File: config.mk
export PLATFORM = sky130hd
export DESIGN_NAME = video_stream_source
export DESIGN_NICKNAME = d
export VERILOG_FILES = /design/src/rtl/video_stream_source.sv
export SDC_FILE = /design/constraint.sdc
export NUM_CORES = 1
export LEC_CHECK = 0
export BUFFER_PORTS_ARGS = -buffer_cell sky130_fd_sc_hd__buf_2
export CAP_MARGIN = 0
export CORE_MARGIN = 4
export CORE_UTILIZATION = 25
export CTS_CLUSTER_SIZE = 20
export DETAILED_ROUTE_END_ITERATION = 7
export PLACE_DENSITY = 0.52
export SLEW_MARGIN = 20
export SYNTH_ARGS = -nofsm -noshare
export SYNTH_HDL_FRONTEND = slang
export SYNTH_SLANG_ARGS = --single-unit
File: constraint.sdc
create_clock -name clk -period 3.1 [get_ports clk]
set_input_delay 0.31 -clock clk [delete_from_list [all_inputs] [get_ports clk]]
set_output_delay 0.31 -clock clk [all_outputs]
set_load 0.05 [all_outputs]
File: src/rtl/video_stream_source.sv
`default_nettype none
// ============================================================================
// Module   : video_stream_source
// Purpose  : Frame-sequenced raster pixel transmitter. Fetches 8-bit pixels
//            from a synchronous-read frame memory (1-cycle read latency) and
//            streams them with frame/line/data valid qualifiers, programmable
//            horizontal/vertical blanking and ready/valid backpressure.
//            A 2-entry skid FIFO absorbs reads already in flight when the
//            sink stalls, so the stream resumes without bubbles.
// Ports    : clk, reset (async, active-high), enable, pattern_sel
//            mem_rd_en / mem_rd_addr / mem_rd_data  - frame memory read port
//            video_frame_valid, video_line_valid, video_data_valid,
//            video_data_in, video_address, video_data_ready - pixel stream
//            frame_done - pulse on acceptance of the last pixel of a frame
// Options  : VSRC_TEST_PATTERN_EN - when defined, pattern_sel=1 replaces
//            memory data with an 8x8 checkerboard and suppresses mem_rd_en.
// Revision : 1.0 - initial release
// ============================================================================
module video_stream_source #(
    parameter int H_ACTIVE = 702,
    parameter int V_ACTIVE = 288,
    parameter int H_BLANK  = 16,
    parameter int V_BLANK  = 64,
    parameter int ADDR_W   = 20
) (
    input  logic              clk,
    input  logic              reset,
    input  logic              enable,
    input  logic              pattern_sel,
    output logic              mem_rd_en,
    output logic [ADDR_W-1:0] mem_rd_addr,
    input  logic [7:0]        mem_rd_data,
    output logic              video_frame_valid,
    output logic              video_line_valid,
    output logic              video_data_valid,
    output logic [7:0]        video_data_in,
    output logic [ADDR_W-1:0] video_address,
    input  logic              video_data_ready,
    output logic              frame_done
);

    localparam int HW   = $clog2(H_ACTIVE + 1);
    localparam int VW   = $clog2(V_ACTIVE + 1);
    localparam int BMAX = (H_BLANK > V_BLANK) ? H_BLANK : V_BLANK;
    localparam int BW   = $clog2(BMAX + 1);

    typedef enum logic [1:0] {
        ST_IDLE   = 2'd0,
        ST_VBLANK = 2'd1,
        ST_LINE   = 2'd2,
        ST_HBLANK = 2'd3
    } state_t;

    state_t state, state_next;

    logic [BW-1:0]     blank_cnt;
    logic [HW-1:0]     h_rd;       // reads issued in the current line
    logic [HW-1:0]     h_out;      // pixels accepted in the current line
    logic [VW-1:0]     v_cnt;      // current line within the frame
    logic [ADDR_W-1:0] rd_addr;

    // Read in flight: data for pend_addr arrives on the next cycle
    logic              rd_pend;
    logic [ADDR_W-1:0] pend_addr;
    logic [7:0]        arr_data;

    // Skid FIFO
    logic [7:0]        fifo_data [2];
    logic [ADDR_W-1:0] fifo_addr [2];
    logic              fifo_rp, fifo_wp;
    logic [1:0]        fifo_cnt;

    // Output register
    logic              out_valid;
    logic [7:0]        out_data;
    logic [ADDR_W-1:0] out_addr;

    logic fetch, xfer, line_last, frame_last;
    logic out_load, fifo_pop, fifo_push, src_avail;

    assign xfer       = out_valid && video_data_ready;
    assign line_last  = xfer && (h_out == HW'(H_ACTIVE - 1));
    assign frame_last = line_last && (v_cnt == VW'(V_ACTIVE - 1));

    // The output slot can take a new pixel when empty or being drained this
    // cycle. The FIFO head has priority; a fresh memory word only goes
    // straight to the output when nothing older is waiting.
    assign src_avail = (fifo_cnt != 2'd0) || rd_pend;
    assign out_load  = src_avail && (!out_valid || xfer);
    assign fifo_pop  = out_load && (fifo_cnt != 2'd0);
    assign fifo_push = rd_pend && !(out_load && (fifo_cnt == 2'd0));

    // ------------------------------------------------------------------------
    // FSM: state register
    // ------------------------------------------------------------------------
    always_ff @(posedge clk or posedge reset) begin
        if (reset) begin
            state <= ST_IDLE;
        end else begin
            state <= state_next;
        end
    end

    // ------------------------------------------------------------------------
    // FSM: next state and control outputs
    // ------------------------------------------------------------------------
    always_comb begin
        state_next        = state;
        fetch             = 1'b0;
        video_line_valid  = 1'b0;
        video_frame_valid = 1'b0;
        frame_done        = 1'b0;
        case (state)
            ST_IDLE: begin
                if (enable) begin
                    state_next = ST_VBLANK;
                end
            end
            ST_VBLANK: begin
                if (blank_cnt == BW'(V_BLANK - 1)) begin
                    state_next = ST_LINE;
                end
            end
            ST_LINE: begin
                video_line_valid  = 1'b1;
                video_frame_valid = 1'b1;
                frame_done        = frame_last;
                // Never let FIFO entries plus the read in flight exceed the
                // FIFO depth, so a stalled sink can never cause an overflow.
                fetch = (({1'b0, fifo_cnt} + {2'b00, rd_pend}) < 3'd2) &&
                        (h_rd < HW'(H_ACTIVE));
                if (line_last) begin
                    if (!frame_last) begin
                        state_next = ST_HBLANK;
                    end else if (enable) begin
                        state_next = ST_VBLANK;
                    end else begin
                        state_next = ST_IDLE;
                    end
                end
            end
            ST_HBLANK: begin
                video_frame_valid = 1'b1;
                if (blank_cnt == BW'(H_BLANK - 1)) begin
                    state_next = ST_LINE;
                end
            end
            default: begin
                state_next = ST_IDLE;
            end
        endcase
    end

    // ------------------------------------------------------------------------
    // Blanking and raster counters
    // ------------------------------------------------------------------------
    always_ff @(posedge clk or posedge reset) begin
        if (reset) begin
            blank_cnt <= '0;
            h_rd      <= '0;
            h_out     <= '0;
            v_cnt     <= '0;
            rd_addr   <= '0;
        end else begin
            if (((state == ST_VBLANK) || (state == ST_HBLANK)) && (state_next == state)) begin
                blank_cnt <= blank_cnt + 1'b1;
            end else begin
                blank_cnt <= '0;
            end

            if (line_last) begin
                h_rd <= '0;
            end else if (fetch) begin
                h_rd <= h_rd + 1'b1;
            end

            if (line_last) begin
                h_out <= '0;
            end else if (xfer) begin
                h_out <= h_out + 1'b1;
            end

            if (frame_last || (state == ST_IDLE)) begin
                v_cnt <= '0;
            end else if (line_last) begin
                v_cnt <= v_cnt + 1'b1;
            end

            // Cleared at frame end so the address port idles at zero
            if (frame_last || (state == ST_IDLE)) begin
                rd_addr <= '0;
            end else if (fetch) begin
                rd_addr <= rd_addr + 1'b1;
            end
        end
    end

    // ------------------------------------------------------------------------
    // Data source selection (memory or checkerboard)
    // ------------------------------------------------------------------------
`ifdef VSRC_TEST_PATTERN_EN
    logic       pat_mode;
    logic [7:0] pend_pat;
    logic       pat_bit;

    // Bit 3 of h xor bit 3 of v, done on zero-extended copies so narrow
    // counters (fewer than 4 bits) still evaluate correctly.
    assign pat_bit = ((32'(h_rd) ^ 32'(v_cnt)) & 32'd8) != 32'd0;

    always_ff @(posedge clk or posedge reset) begin
        if (reset) begin
            pat_mode <= 1'b0;
            pend_pat <= 8'd0;
        end else begin
            // Mode is latched only outside the active frame
            if ((state == ST_IDLE) || (state == ST_VBLANK)) begin
                pat_mode <= pattern_sel;
            end
            if (fetch) begin
                pend_pat <= pat_bit ? 8'd255 : 8'd0;
            end
        end
    end

    assign arr_data  = pat_mode ? pend_pat : mem_rd_data;
    assign mem_rd_en = fetch && !pat_mode;
`else
    logic unused_pattern_sel;
    assign unused_pattern_sel = pattern_sel;
    assign arr_data  = mem_rd_data;
    assign mem_rd_en = fetch;
`endif

    assign mem_rd_addr = rd_addr;

    // ------------------------------------------------------------------------
    // Read-in-flight tracking
    // ------------------------------------------------------------------------
    always_ff @(posedge clk or posedge reset) begin
        if (reset) begin
            rd_pend   <= 1'b0;
            pend_addr <= '0;
        end else begin
            rd_pend <= fetch;
            if (fetch) begin
                pend_addr <= rd_addr;
            end
        end
    end

    // ------------------------------------------------------------------------
    // Skid FIFO
    // ------------------------------------------------------------------------
    always_ff @(posedge clk) begin
        if (fifo_push) begin
            fifo_data[fifo_wp] <= arr_data;
            fifo_addr[fifo_wp] <= pend_addr;
        end
    end

    always_ff @(posedge clk or posedge reset) begin
        if (reset) begin
            fifo_rp  <= 1'b0;
            fifo_wp  <= 1'b0;
            fifo_cnt <= 2'd0;
        end else begin
            if (fifo_push) begin
                fifo_wp <= ~fifo_wp;
            end
            if (fifo_pop) begin
                fifo_rp <= ~fifo_rp;
            end
            case ({fifo_push, fifo_pop})
                2'b10:   fifo_cnt <= fifo_cnt + 2'd1;
                2'b01:   fifo_cnt <= fifo_cnt - 2'd1;
                default: fifo_cnt <= fifo_cnt;
            endcase
        end
    end

    // ------------------------------------------------------------------------
    // Output register
    // ------------------------------------------------------------------------
    always_ff @(posedge clk or posedge reset) begin
        if (reset) begin
            out_valid <= 1'b0;
            out_data  <= 8'd0;
            out_addr  <= '0;
        end else begin
            if (out_load) begin
                out_valid <= 1'b1;
                if (fifo_cnt != 2'd0) begin
                    out_data <= fifo_data[fifo_rp];
                    out_addr <= fifo_addr[fifo_rp];
                end else begin
                    out_data <= arr_data;
                    out_addr <= pend_addr;
                end
            end else if (xfer) begin
                out_valid <= 1'b0;
            end
        end
    end

    // Pixel fields read as zero whenever no pixel is presented
    assign video_data_valid = out_valid;
    assign video_data_in    = out_valid ? out_data : 8'd0;
    assign video_address    = out_valid ? out_addr : '0;

endmodule
`default_nettype wire

==> results of run 1 <==
[through the flow]
stage,setup WS [ns],power [mW]
2_1_floorplan,0.0685,2.38
6_report,0.464,4.43
3_5_place_dp,0.779,2.41
3_3_place_gp,0.802,2.41
5_1_grt,0.243,4.59
4_1_cts,0.424,4.47
[power groups by stage]
stage	Combinational, mW	Clock, mW	Sequential, mW
final	0.0671	2.06	2.30
after CTS	0.0714	2.11	2.30
after detailed placement	0.0712	0	2.34
after global routing	0.0801	2.21	2.30
after global placement	0.0714	0	2.34
after floorplan	0.0409	0	2.34
[worst max-delay path, stage by stage (launching register included)]
cell and delay [ns]:
dfrtp_1 0.40, inv_1 0.06, ha_1 0.12, nor4bb_1 0.26
and3_1 0.55, and3_1 0.25, buf_2 0.27
[path summary, 6_finish.rpt]
path | to | depth (start not counted)
worst min register to register | blank_cnt[0] | 1
worst max-delay path | frame_done | 6
worst max register to register | pend_addr[10] | 5
min in group clk | fifo_data[0][1] | 1
max in group asynchronous | pend_addr[11] | 3
worst min-delay path | rd_pend | 2
[state kept, by name, indices dropped and copies added (netlist names), 9 cells and up]
| signal | count |
|---|---|
| fifo_addr | 40 |
| h_out | 10 |
| v_cnt | 9 |
| h_rd | 10 |
| out_addr | 20 |
| fifo_data | 16 |
| mem_rd_addr | 20 |
| pend_addr | 20 |
[per-layer routing]
metal / routed length (um) / vias to the layer above / part of all wire
li1: - / 2255 / -
met1: 7250 / 2237 / 0.47
met2: 7280 / 63 / 0.47
met3: 778 / 9 / 0.050
met4: 138 / 0 / 0.0089
met5: 0 / - / 0
[synth_stat cells (2+ instances only)]
master	number
and3_1	12
edfxtp_1	56
buf_4	2
o21a_1	2
a21oi_1	7
a221o_1	28
ha_1	7
nand3_1	19
xor2_1	21
inv_1	6
nand4_1	14
nor3_1	11
xnor2_1	27
and2_1	32
buf_1	6
and3_2	2
mux2_2	19
buf_2	5
or3_1	5
a21o_1	2
mux2i_1	30
nand2_1	16
nor2_1	83
dfrtp_1	112
nand2b_1	5
nor4_1	2
o21ai_0	8
clkbuf_1	14
and4_1	5
o31ai_1	3
[area by class of cell]
cell class / instances / area (sq um) / area share
sequential: 168 / 4480 / 0.514
multi-input combinational: 380 / 2690 / 0.308
tap: 384 / 480 / 0.0551
timing repair buffer: 79 / 473 / 0.0542
clock buffer: 19 / 433 / 0.0496
clock inverter: 13 / 136 / 0.0156
inverter: 6 / 26.3 / 0.00301
[cells by family after synthesis]
logic type,count (synthesis),synth area share
AOI/OAI and AO/OA,57,0.0669
muxes,50,0.0721
xor gates and xnor gates,48,0.0577
buffers and inverters,34,0.0204
adders and majority gates,7,0.0120
and+or+nand+nor,218,0.156
DFF,168,0.615
==> flow_summary.json, run 1 <==
{
  "grt_usage": 0.100,
  "ir_worst_vdd_v": 0.000290,
  "drv_slew": 0,
  "cp_data_required_time_ns": 2.79,
  "finalWorstPathRequiredPeriod_ns": 2.64,
  "skew_ns": 0.0116,
  "cp-startpoint": "h_out[1]",
  "num_vias": 4564,
  "drt_wl_total_um": 15400,
  "layout_common_cells": "dfrtp_1, nor2_1, buf_2",
  "seqPwrFrac": 0.519,
  "place_inst": 1017,
  "wire_per_inst_um": 14.7,
  "row_count": 62,
  "ant_nets": 0,
  "crit_arrival_ns": 2.33,
  "rsz0062_at_grt": "no",
  "leakagePower_nw": 3.76,
  "start_util": 0.254,
  "power_density_mw_per_mm2": 507,
  "async_flop_share": 0.667,
  "fillers": 2914,
  "switchingPower_mw": 0.982,
  "die_w_um": 179,
  "port_buffers": 64,
  "hold_slack_ns": -0.00166,
  "finalSetupTns_ns": 0,
  "syn_nets": 602,
  "viasPerCell": 4.35,
  "hpwl_um": 10400,
  "cts.sinks": 168,
  "htree_levels": 4,
  "globalRouteMet1Util": 0.134,
  "cts-resized-gates": 0,
  "synth_edf_count": 56,
  "ys_seq_area_frac": 0.615,
  "final_core_util": 0.304,
  "synth_area_sq_mm": 0.00729,
  "final_common_cell": "dfrtp_1",
  "diodes": 0,
  "cts_made_buffers": 17,
  "violations": "hold timing",
  "combPwrFrac": 0.015,
  "cap_viol_max_count": 0,
  "period_share": 0.850,
  "r2r-start": "fifo_cnt[0]",
  "met2_usage": 0.159,
  "root_buffer": "clkbuf_16",
  "clkPwrFrac": 0.466,
  "io_pins": 66,
  "max_freq_mhz": 379,
  "slew_headroom": 0.526,
  "placed_area_sq_mm": 0.00815,
  "setup.worst_path.start_class": "register",
  "drive_above_1_share": 0.220,
  "synth-seq-cells": 168,
  "postLayoutCellArea_sq_mm": 0.00872,
  "endpoint_kind": "primary output",
  "grt_pass1_vias": 4526,
  "hp-class": "input port to asynchronous set/reset pin",
  "worstSkewPairLatency_ns": 0.42,
  "netlist_instances": 582,
  "coreArea_sq_mm": 0.0287,
  "grt-busiest-layer": "met2",
  "internal_power_mw": 3.44,
  "syn_to_final_growth_pct": 19.6,
  "finalHoldViolCount": 2,
  "rrSetupSlack_ns": 0.81,
  "synth_area_leaders": "dfrtp_1, edfxtp_1, nor2_1",
  "yosys_warnings": 0,
  "grt_max_degree": 45,
  "first_iter_violations": 210,
  "cts_tree": "done",
  "instances_no_fill": 1049,
  "grtUsageMet3": 0.0308,
  "swShare": 0.222,
  "crit_type": "register to primary output",
  "setup_violations": 0,
  "drc": 0,
  "hold_buffers": 0,
  "synthDistinctLibCells": 51,
  "tightest_slew_ns": 0.710,
  "antenna_found_initial": 0,
  "grt_pass1_wl_um": 25300,
  "synth_area_leader_cell": "dfrtp_1",
  "synth_top_area_share": 0.384,
  "cts.clk_slew.worst_paths_ns": 0.07,
  "avgSynthCellArea_sq_um": 12.5,
  "cts_buffer_depth": 2,
  "post-cts-setup-buffer-count": 0,
  "gr-total-overflow": 0,
  "layout.nets": 672,
  "die_y_um": 179,
  "status": "complete, but fails checks",
  "first_pass_iters": 4,
  "dieArea_sq_mm": 0.0320,
  "critPathMaxFanout": 13,
  "yosys_most_used_dff": "dfrtp_1",
  "place.gp.congestion": 0.735
}
Power figures use the tool's default switching activity.
==> run 2: changes to the inputs <==
Settings changed: RECOVER_POWER set to 50.
Clock period 3.1 ns to 2.4 ns, I/O delays scaled along.
==> flow_summary.json, run 2 (synthesized netlist as in run 1, its figures left out) <==
{
  "layout.nets": 685,
  "syn_to_final_growth_pct": 20.5,
  "start_util": 0.254,
  "coreArea_sq_mm": 0.0287,
  "worstSkewPairLatency_ns": 0.43,
  "power_density_mw_per_mm2": 658,
  "setup.worst_path.start_class": "register",
  "layout_common_cells": "dfrtp_1, nor2_1, edfxtp_1",
  "grt_pass1_vias": 4651,
  "drc": 0,
  "final_common_cell": "dfrtp_1",
  "drive_above_1_share": 0.190,
  "wire_per_inst_um": 15.2,
  "ir_worst_vdd_v": 0.000353,
  "largest_reg_flops": 40,
  "cp_data_required_time_ns": 2.16,
  "grt_max_degree": 30,
  "drv_slew": 0,
  "setup_violations": 0,
  "first_iter_violations": 243,
  "htree_levels": 4,
  "gr-total-overflow": 0,
  "cts_buffer_depth": 2,
  "tightest_slew_ns": 1.02,
  "ant_nets": 0,
  "slew_headroom": 0.318,
  "critPathMaxFanout": 11,
  "cts_made_buffers": 17,
  "worst_slack_ns": 0.134,
  "port_buffers": 64,
  "total_power_mw": 5.79,
  "finalHoldViolCount": 0,
  "grt_pass1_wl_um": 25800,
  "cts.clk_slew.worst_paths_ns": 0.07,
  "max_freq_mhz": 441,
  "rsz0062_at_grt": "no",
  "endpoint_kind": "primary output",
  "grt_usage": 0.103,
  "dieArea_sq_mm": 0.0320,
  "hold_slack_ns": 0.0366,
  "cap_viol_max_count": 0,
  "finalWorstPathRequiredPeriod_ns": 2.27,
  "num_vias": 4674,
  "period_share": 0.944,
  "first_pass_iters": 4,
  "root_buffer": "clkbuf_16",
  "row_count": 62,
  "diodes": 0,
  "hp-class": "input port to register",
  "leakagePower_nw": 3.71,
  "io_pins": 66,
  "final_core_util": 0.306,
  "status": "completed",
  "skew_ns": 0.0215,
  "regMostFlops": "fifo_addr",
  "place.gp.congestion": 0.774,
  "viasPerCell": 4.40,
  "dp_slack_ns": 0.262,
  "cts_tree": "done",
  "antenna_found_initial": 0,
  "crit_type": "register to primary output",
  "die_w_um": 179,
  "die_y_um": 179,
  "drt_wl_total_um": 16100,
  "cts.sinks": 168,
  "crit_arrival_ns": 2.03,
  "hpwl_um": 10800
}
run 2: path summary, 6_finish.rpt:
check | slack [ns] | endpoint | cells past startpoint | start
max | 0.13 | mem_rd_en | 5 | rd_pend
min | 0.04 | state[0] | 2 | enable
max reg2reg | 0.37 | mem_rd_addr[18] | 7 | rd_pend
min reg2reg | 0.45 | blank_cnt[0] | 1 | blank_cnt[0]
max in group asynchronous | 0.64 | pend_addr[9] | 4 | reset
min in group asynchronous | 0.54 | out_addr[1] | 3 | reset
run 2: area by class of cell:
cell class                 count  area, sq um
timing repair buffer          92          519
clock buffer                  18          429
fill                        2978        19900
inverter                       6         23.8
sequential                   168         4480
tap                          384          480
clock inverter                14          154
multi-input combinational    380         2700
run 2: worst max-delay path, cell delays in order, from the launching register on:
cell and delay (ns):
dfrtp_1 0.43, and2_1 0.23, a2111o_1 0.44, nor2_2 0.14, buf_6 0.19, buf_12 0.15
run 2: power by group:
part	total (mW)	internal (mW)	switching, mW
sequential	2.97	2.96	0.00954
combinational	0.0881	0.0240	0.0641
clock	2.73	1.48	1.25
run 2: timing repair:
action | 4_1_cts | 5_1_grt
endpoints found under the hold margin | 16 | 2
endpoints found under the setup margin | 1 | 2
hold buffers | 1 | 1
gates resized for setup | 0 | 4
pin swaps | 1 | 0
buffers inserted | 1 | 0
run 2: per-stage QoR:
stage	instance area, sq um	instances	TNS [ns]
2_1_floorplan	7300	582	-35.36
3_3_place_gp	8220	1027	0
3_5_place_dp	8220	1027	0
4_1_cts	8820	1061	0
5_1_grt	8790	1062	0
6_report	8790	1062	0
run 2: per-layer routing:
metal  up-vias  wire (um)  track usage
met5         -          0            0
met4         0        238       0.0333
met3        20        704       0.0274
met2        90       7510        0.163
met1      2293       7660        0.138
li1       2271          -            -
